==> src/rtl/background_fetch.sv <==
// Background frame-store fetch: scrolled/wrapped read address generation,
// frame-synchronous scroll offsets, and qualifier alignment to returned data.
module background_fetch #(
  parameter int H_ACTIVE = 640,
  parameter int V_ACTIVE = 480,
  parameter int ADDR_W   = 19
) (
  input  logic              Clk,
  input  logic              Reset,
  input  logic [9:0]        DrawX,
  input  logic [9:0]        DrawY,
  input  logic              hs_in,
  input  logic              vs_in,
  input  logic              frame_start,
  input  logic              scroll_we,
  input  logic [9:0]        scroll_x_in,
  input  logic [8:0]        scroll_y_in,
  input  logic [3:0]        step_x,
  input  logic [3:0]        step_y,
  output logic [ADDR_W-1:0] read_address,
  input  logic [7:0]        ram_data,
  output logic [7:0]        pixel_index,
  output logic              pixel_valid,
  output logic              hs_out,
  output logic              vs_out
);

  localparam logic [9:0]  MAX_X  = 10'(H_ACTIVE - 1);
  localparam logic [8:0]  MAX_Y  = 9'(V_ACTIVE - 1);
  localparam logic [9:0]  DRAW_W = 10'(H_ACTIVE);
  localparam logic [9:0]  DRAW_H = 10'(V_ACTIVE);
  localparam logic [10:0] WRAP_X = 11'(H_ACTIVE);
  localparam logic [10:0] WRAP_Y = 11'(V_ACTIVE);

  logic [9:0]  pending_x, active_x;
  logic [8:0]  pending_y, active_y;
  logic        pending_flag;

  logic [9:0]  wr_x;
  logic [8:0]  wr_y;
  logic [10:0] step_sum_x, step_sum_y;
  logic [9:0]  step_next_x;
  logic [8:0]  step_next_y;

  logic [10:0] sum_x, sum_y, sx, sy;
  logic        vis;
  logic [ADDR_W-1:0] addr_next;

  logic vis_d1, hs_d1, vs_d1;
  logic vis_d2, hs_d2, vs_d2;

  // Host writes are clamped on entry so active offsets always stay in range.
  assign wr_x = (scroll_x_in > MAX_X) ? MAX_X : scroll_x_in;
  assign wr_y = (scroll_y_in > MAX_Y) ? MAX_Y : scroll_y_in;

  // Offsets and steps are small enough that one conditional subtract wraps.
  assign step_sum_x  = {1'b0, active_x} + {7'd0, step_x};
  assign step_sum_y  = {2'b0, active_y} + {7'd0, step_y};
  assign step_next_x = (step_sum_x >= WRAP_X) ? 10'(step_sum_x - WRAP_X) : step_sum_x[9:0];
  assign step_next_y = (step_sum_y >= WRAP_Y) ? 9'(step_sum_y - WRAP_Y)  : step_sum_y[8:0];

  assign vis   = (DrawX < DRAW_W) && (DrawY < DRAW_H);
  assign sum_x = {1'b0, DrawX} + {1'b0, active_x};
  assign sum_y = {1'b0, DrawY} + {2'b0, active_y};
  assign sx    = (sum_x >= WRAP_X) ? sum_x - WRAP_X : sum_x;
  assign sy    = (sum_y >= WRAP_Y) ? sum_y - WRAP_Y : sum_y;
  // sy*640 as two shifts; no multiplier is needed for a fixed 640-wide store.
  assign addr_next = (ADDR_W'(sy) << 9) + (ADDR_W'(sy) << 7) + ADDR_W'(sx);

  always_ff @(posedge Clk) begin
    if (Reset) begin
      pending_x    <= '0;
      pending_y    <= '0;
      pending_flag <= 1'b0;
      active_x     <= '0;
      active_y     <= '0;
    end else begin
      if (scroll_we) begin
        pending_x    <= wr_x;
        pending_y    <= wr_y;
        pending_flag <= 1'b1;
      end
      // NOTE: non-blocking assignments let the later clear of pending_flag win
      // over the set above when a write lands on the frame boundary.
      if (frame_start) begin
        if (scroll_we) begin
          active_x     <= wr_x;
          active_y     <= wr_y;
          pending_flag <= 1'b0;
        end else if (pending_flag) begin
          active_x     <= pending_x;
          active_y     <= pending_y;
          pending_flag <= 1'b0;
        end else begin
          active_x <= step_next_x;
          active_y <= step_next_y;
        end
      end
    end
  end

  // Three-register pipeline: address, frame-store latency, output capture.
  always_ff @(posedge Clk) begin
    if (Reset) begin
      read_address <= '0;
      vis_d1       <= 1'b0;
      hs_d1        <= 1'b1;
      vs_d1        <= 1'b1;
      vis_d2       <= 1'b0;
      hs_d2        <= 1'b1;
      vs_d2        <= 1'b1;
      pixel_index  <= '0;
      pixel_valid  <= 1'b0;
      hs_out       <= 1'b1;
      vs_out       <= 1'b1;
    end else begin
      read_address <= vis ? addr_next : '0;
      vis_d1       <= vis;
      hs_d1        <= hs_in;
      vs_d1        <= vs_in;
      vis_d2       <= vis_d1;
      hs_d2        <= hs_d1;
      vs_d2        <= vs_d1;
      pixel_index  <= vis_d2 ? ram_data : 8'd0;
      pixel_valid  <= vis_d2;
      hs_out       <= hs_d2;
      vs_out       <= vs_d2;
    end
  end

endmodule

==> config.mk <==
export PLATFORM = sky130hd
export DESIGN_NAME = background_fetch
export DESIGN_NICKNAME = d
export VERILOG_FILES = /design/src/rtl/background_fetch.sv
export SDC_FILE = /design/constraint.sdc
export NUM_CORES = 1
export LEC_CHECK = 0
export CORE_ASPECT_RATIO = 1.25
export CORE_MARGIN = 8
export CORE_UTILIZATION = 40
export DETAILED_ROUTE_END_ITERATION = 8
export SYNTH_ARGS = -nofsm -noshare
export SYNTH_HDL_FRONTEND = slang
export SYNTH_SLANG_ARGS = --single-unit
==> constraint.sdc <==
create_clock -name Clk -period 12.7 [get_ports Clk]
set_input_delay 2.54 -clock Clk [delete_from_list [all_inputs] [get_ports Clk]]
set_output_delay 2.54 -clock Clk [all_outputs]
set_load 0.05 [all_outputs]
==> qor.yml <==
power_and_ir_drop:
  power_report.internal_total_w: 0.000588
  post-layout-total-power_w: 0.000922
  seqPwrFrac: 0.293
  power_per_cell_area_nw_per_um2: 139
  combPwrFrac: 0.432
  ir_worst_vdd_v: 0.0000941
  p_clk_frac: 0.275
  static-leakage-power_nw: 2.69
  power.net_switching_w: 0.000334
  netSwitchingFraction: 0.362
clock_tree:
  resized_gates_after_cts: 0
  tritoncts.num_buffers: 9
  tritoncts: "done"
  worst_skew_pair.late_latency_ns: 0.34
  number_of_clock_sinks: 75
  cts.root.buffer_cell: "sky130_fd_sc_hd__clkbuf_16"
  hold_buffers: 0
  clockBufferDepth: 2
  cts_htree_levels: 3
  cts.clk_slew.worst_paths_ns: 0.06
  postCtsSetupBuffers: 0
global_route:
  wire_length_of_the_first_global_routing_pass_mm: 21.7
  grt.overflow.total: 0
  vias_in_the_first_global_route: 4661
  antenna_found_initial: 0
  grt_usage: 0.155
  maximum_number_of_pins_on_one_net_before_global_route_repair: 49
sta:
  layout_worst_path_cycle_share: 0.569
  drv_slew: 0
  final.hold.worst_slack_ns: 0.409
  grt_setup_unrepaired: "false"
  post-route-min-period_ns: 7.23
  setup-violations-final: 0
  highest_clock_frequency_the_design_can_meet_mhz: 138
  worstMarginPinSlew_ns: 0.786
  skew_ns: 0.00742
  final-hold-violation-count: 0
  relSlewSlack: 0.475
  setup-tns-final_ns: 0
synthesis:
  yosys.cell_types.count: 74
  synth_enable_flop_cells: 0
  post_synth.cell_area_avg_sq_um: 8.32
  async_reset_ff_frac: 0
  ys.flop_type: "sky130_fd_sc_hd__dfxtp_1"
  yosysSeqAreaShare: 0.284
  ys.warnings.count: 0
  syn_inst: 636
  yosys_reg_bits: 75
  synth.net_count: 754
  syn-cell-area_sq_um: 5290
floorplanning:
  chipWidth_um: 119
  die-area_sq_um: 17200
  die_h_um: 145
  core_area_sq_um: 13100
  start_util: 0.404
  floorplan.rows: 47
  ioPinCount: 91
drt:
  vias_per_cell: 5.41
  drt_drc_violations_left: 0
  detail-route-antenna-nets: 0
  totalWireLength_mm: 13.5
  detail_route.wl_per_cell_um: 15.0
  drt_pass_1_iters: 4
  vias: 4837
  drt_iter0_drc: 265
final_layout:
  antenna_cells: 0
  layout.core_utilization: 0.506
  drive_above_1_share: 0.0609
  multiInputGateArea_sq_um: 3570
  register_area_sq_um: 1500
  mostFrequentLayoutCell: "sky130_fd_sc_hd__clkdlybuf4s50_1"
  layout.filler_cells: 1209
  area_growth_syn_to_fin_pct: 25.4
  final_cell_mix: "sky130_fd_sc_hd__clkdlybuf4s50_1, sky130_fd_sc_hd__dfxtp_1, sky130_fd_sc_hd__nor2_1"
  nets: 836
setup_path:
  worst_endpoint_data_arrival_time_ns: 7.49
  cp-start-kind: "input port"
  timing.critical_path.required_ns: 12.97
  worstPathMaxFanout: 5
  cp-end-kind: "register"
  reg2regPathDepth: 23
  crit_path_kind: "in -> reg"
worst_hold_path:
  hold_path_depth: 1
  hp-class: "reg -> reg"
placement:
  gp_congestion: 0.855
  port-buffer-count: 90
  hpwl_mm: 10.4
flow_run:
  drv_cap: 0
status:
  run_status: "completed"
## cell families after synthesis
| logic type | Yosys count | synth area share |
|---|---|---|
| AND/OR/NAND/NOR | 223 | 0.219 |
| AO/OA/AOI/OAI | 184 | 0.240 |
| flip-flops | 75 | 0.284 |
| buffers and inverters | 57 | 0.0423 |
| adder cells (fa/ha/maj) | 57 | 0.145 |
| XOR/XNOR | 27 | 0.0447 |
| multiplexers | 13 | 0.0255 |
## stage by stage
step	setup slack [ns]	area [sq um]	std cells
3_5_place_dp	5.15	6340	878
2_1_floorplan	6.10	5290	636
3_3_place_gp	5.29	6340	878
4_1_cts	5.48	6640	894
6_report	5.47	6640	894
5_1_grt	5.14	6640	894
## worst max-delay path: stages
cell                              delay [ns]
sky130_fd_sc_hd__clkdlybuf4s50_1        0.46
sky130_fd_sc_hd__ha_1                   0.16
sky130_fd_sc_hd__inv_1                  0.05
sky130_fd_sc_hd__fa_1                   0.39
sky130_fd_sc_hd__nor2b_1                0.17
sky130_fd_sc_hd__o211ai_1               0.16
sky130_fd_sc_hd__nand4_1                0.17
sky130_fd_sc_hd__nand2_1                0.08
sky130_fd_sc_hd__xnor2_1                0.18
sky130_fd_sc_hd__inv_1                  0.12
sky130_fd_sc_hd__ha_1                   0.24
sky130_fd_sc_hd__inv_1                  0.13
sky130_fd_sc_hd__nor2_1                 0.07
sky130_fd_sc_hd__o311ai_0               0.36
sky130_fd_sc_hd__ha_1                   0.31
sky130_fd_sc_hd__ha_1                   0.23
sky130_fd_sc_hd__fa_1                   0.42
sky130_fd_sc_hd__a21oi_1                0.16
sky130_fd_sc_hd__o21bai_1               0.11
sky130_fd_sc_hd__a21oi_1                0.21
sky130_fd_sc_hd__a21oi_1                0.14
sky130_fd_sc_hd__mux2i_1                0.15
sky130_fd_sc_hd__or3_1                  0.35
sky130_fd_sc_hd__mux2i_1                0.12
## worst paths after layout
| kind | start | end | slack, ns |
|---|---|---|---|
| setup / recovery | DrawX[0] | read_address[18] | 5.47 |
| hold / removal | hs_d1 | hs_d2 | 0.41 |
| setup reg to reg | active_x[0] | read_address[18] | 7.74 |
| hold reg to reg | hs_d1 | hs_d2 | 0.41 |
## synthesized netlist by cell type (all sizes together) (6+ instances only)
master,number,area (sq um)
dfxtp,75,1500
nor2,68,255
ha,50,626
a21oi,48,240
nand2,35,131
inv,34,128
o21ai,31,155
clkbuf,20,76.3
and2,16,100
nand3,15,85.1
xnor2,15,131
a211oi,14,105
a21o,13,97.6
nor3,13,70.1
nand2b,12,75.1
nor2b,12,75.1
xor2,12,105
mux2i,9,90.1
nand4,9,56.3
o211ai,8,60.1
o21a,8,60.1
or2,8,50.1
and3,7,48.8
fa,7,140
nand3b,7,52.6
a311oi,6,58.8
## power groups by stage
stage	Combinational [W]	Clock, W	Sequential [W]
floorplan	0.000265	0	0.000308
global placement	0.000389	0	0.000274
detailed placement	0.000397	0	0.000275
CTS	0.000400	0.000260	0.000270
global route	0.000441	0.000271	0.000272
finish	0.000398	0.000254	0.000270
## area by class of cell
cell class                 instances  area share
sequential                        75       0.226
multi-input combinational        504       0.538
tap                              171      0.0322
clock inverter                     5     0.00792
clock buffer                      11      0.0366
timing repair buffer              94       0.140
inverter                          34      0.0192
## state kept, by name, summed over array words and instances, names as in the netlist
| register | cells |
|---|---|
| pixel_valid | 1 |
| hs_d1 | 1 |
| pixel_index | 8 |
| active_y | 9 |
| vs_d2 | 1 |
| vis_d2 | 1 |
| vs_out | 1 |
| active_x | 10 |
| read_address | 19 |
| hs_d2 | 1 |
| vs_d1 | 1 |
| pending_flag | 1 |
| hs_out | 1 |
| pending_y | 9 |
| vis_d1 | 1 |
| pending_x | 10 |
## routing by layer
layer | vias to the layer above | routed length [um] | track usage
li1 | 2486 | - | -
met1 | 2221 | 5970 | 0.179
met2 | 113 | 6540 | 0.268
met3 | 17 | 723 | 0.0340
met4 | 0 | 216 | 0.0714
met5 | - | 0 | 0
No activity file was read; power rests on OpenSTA's default activity.
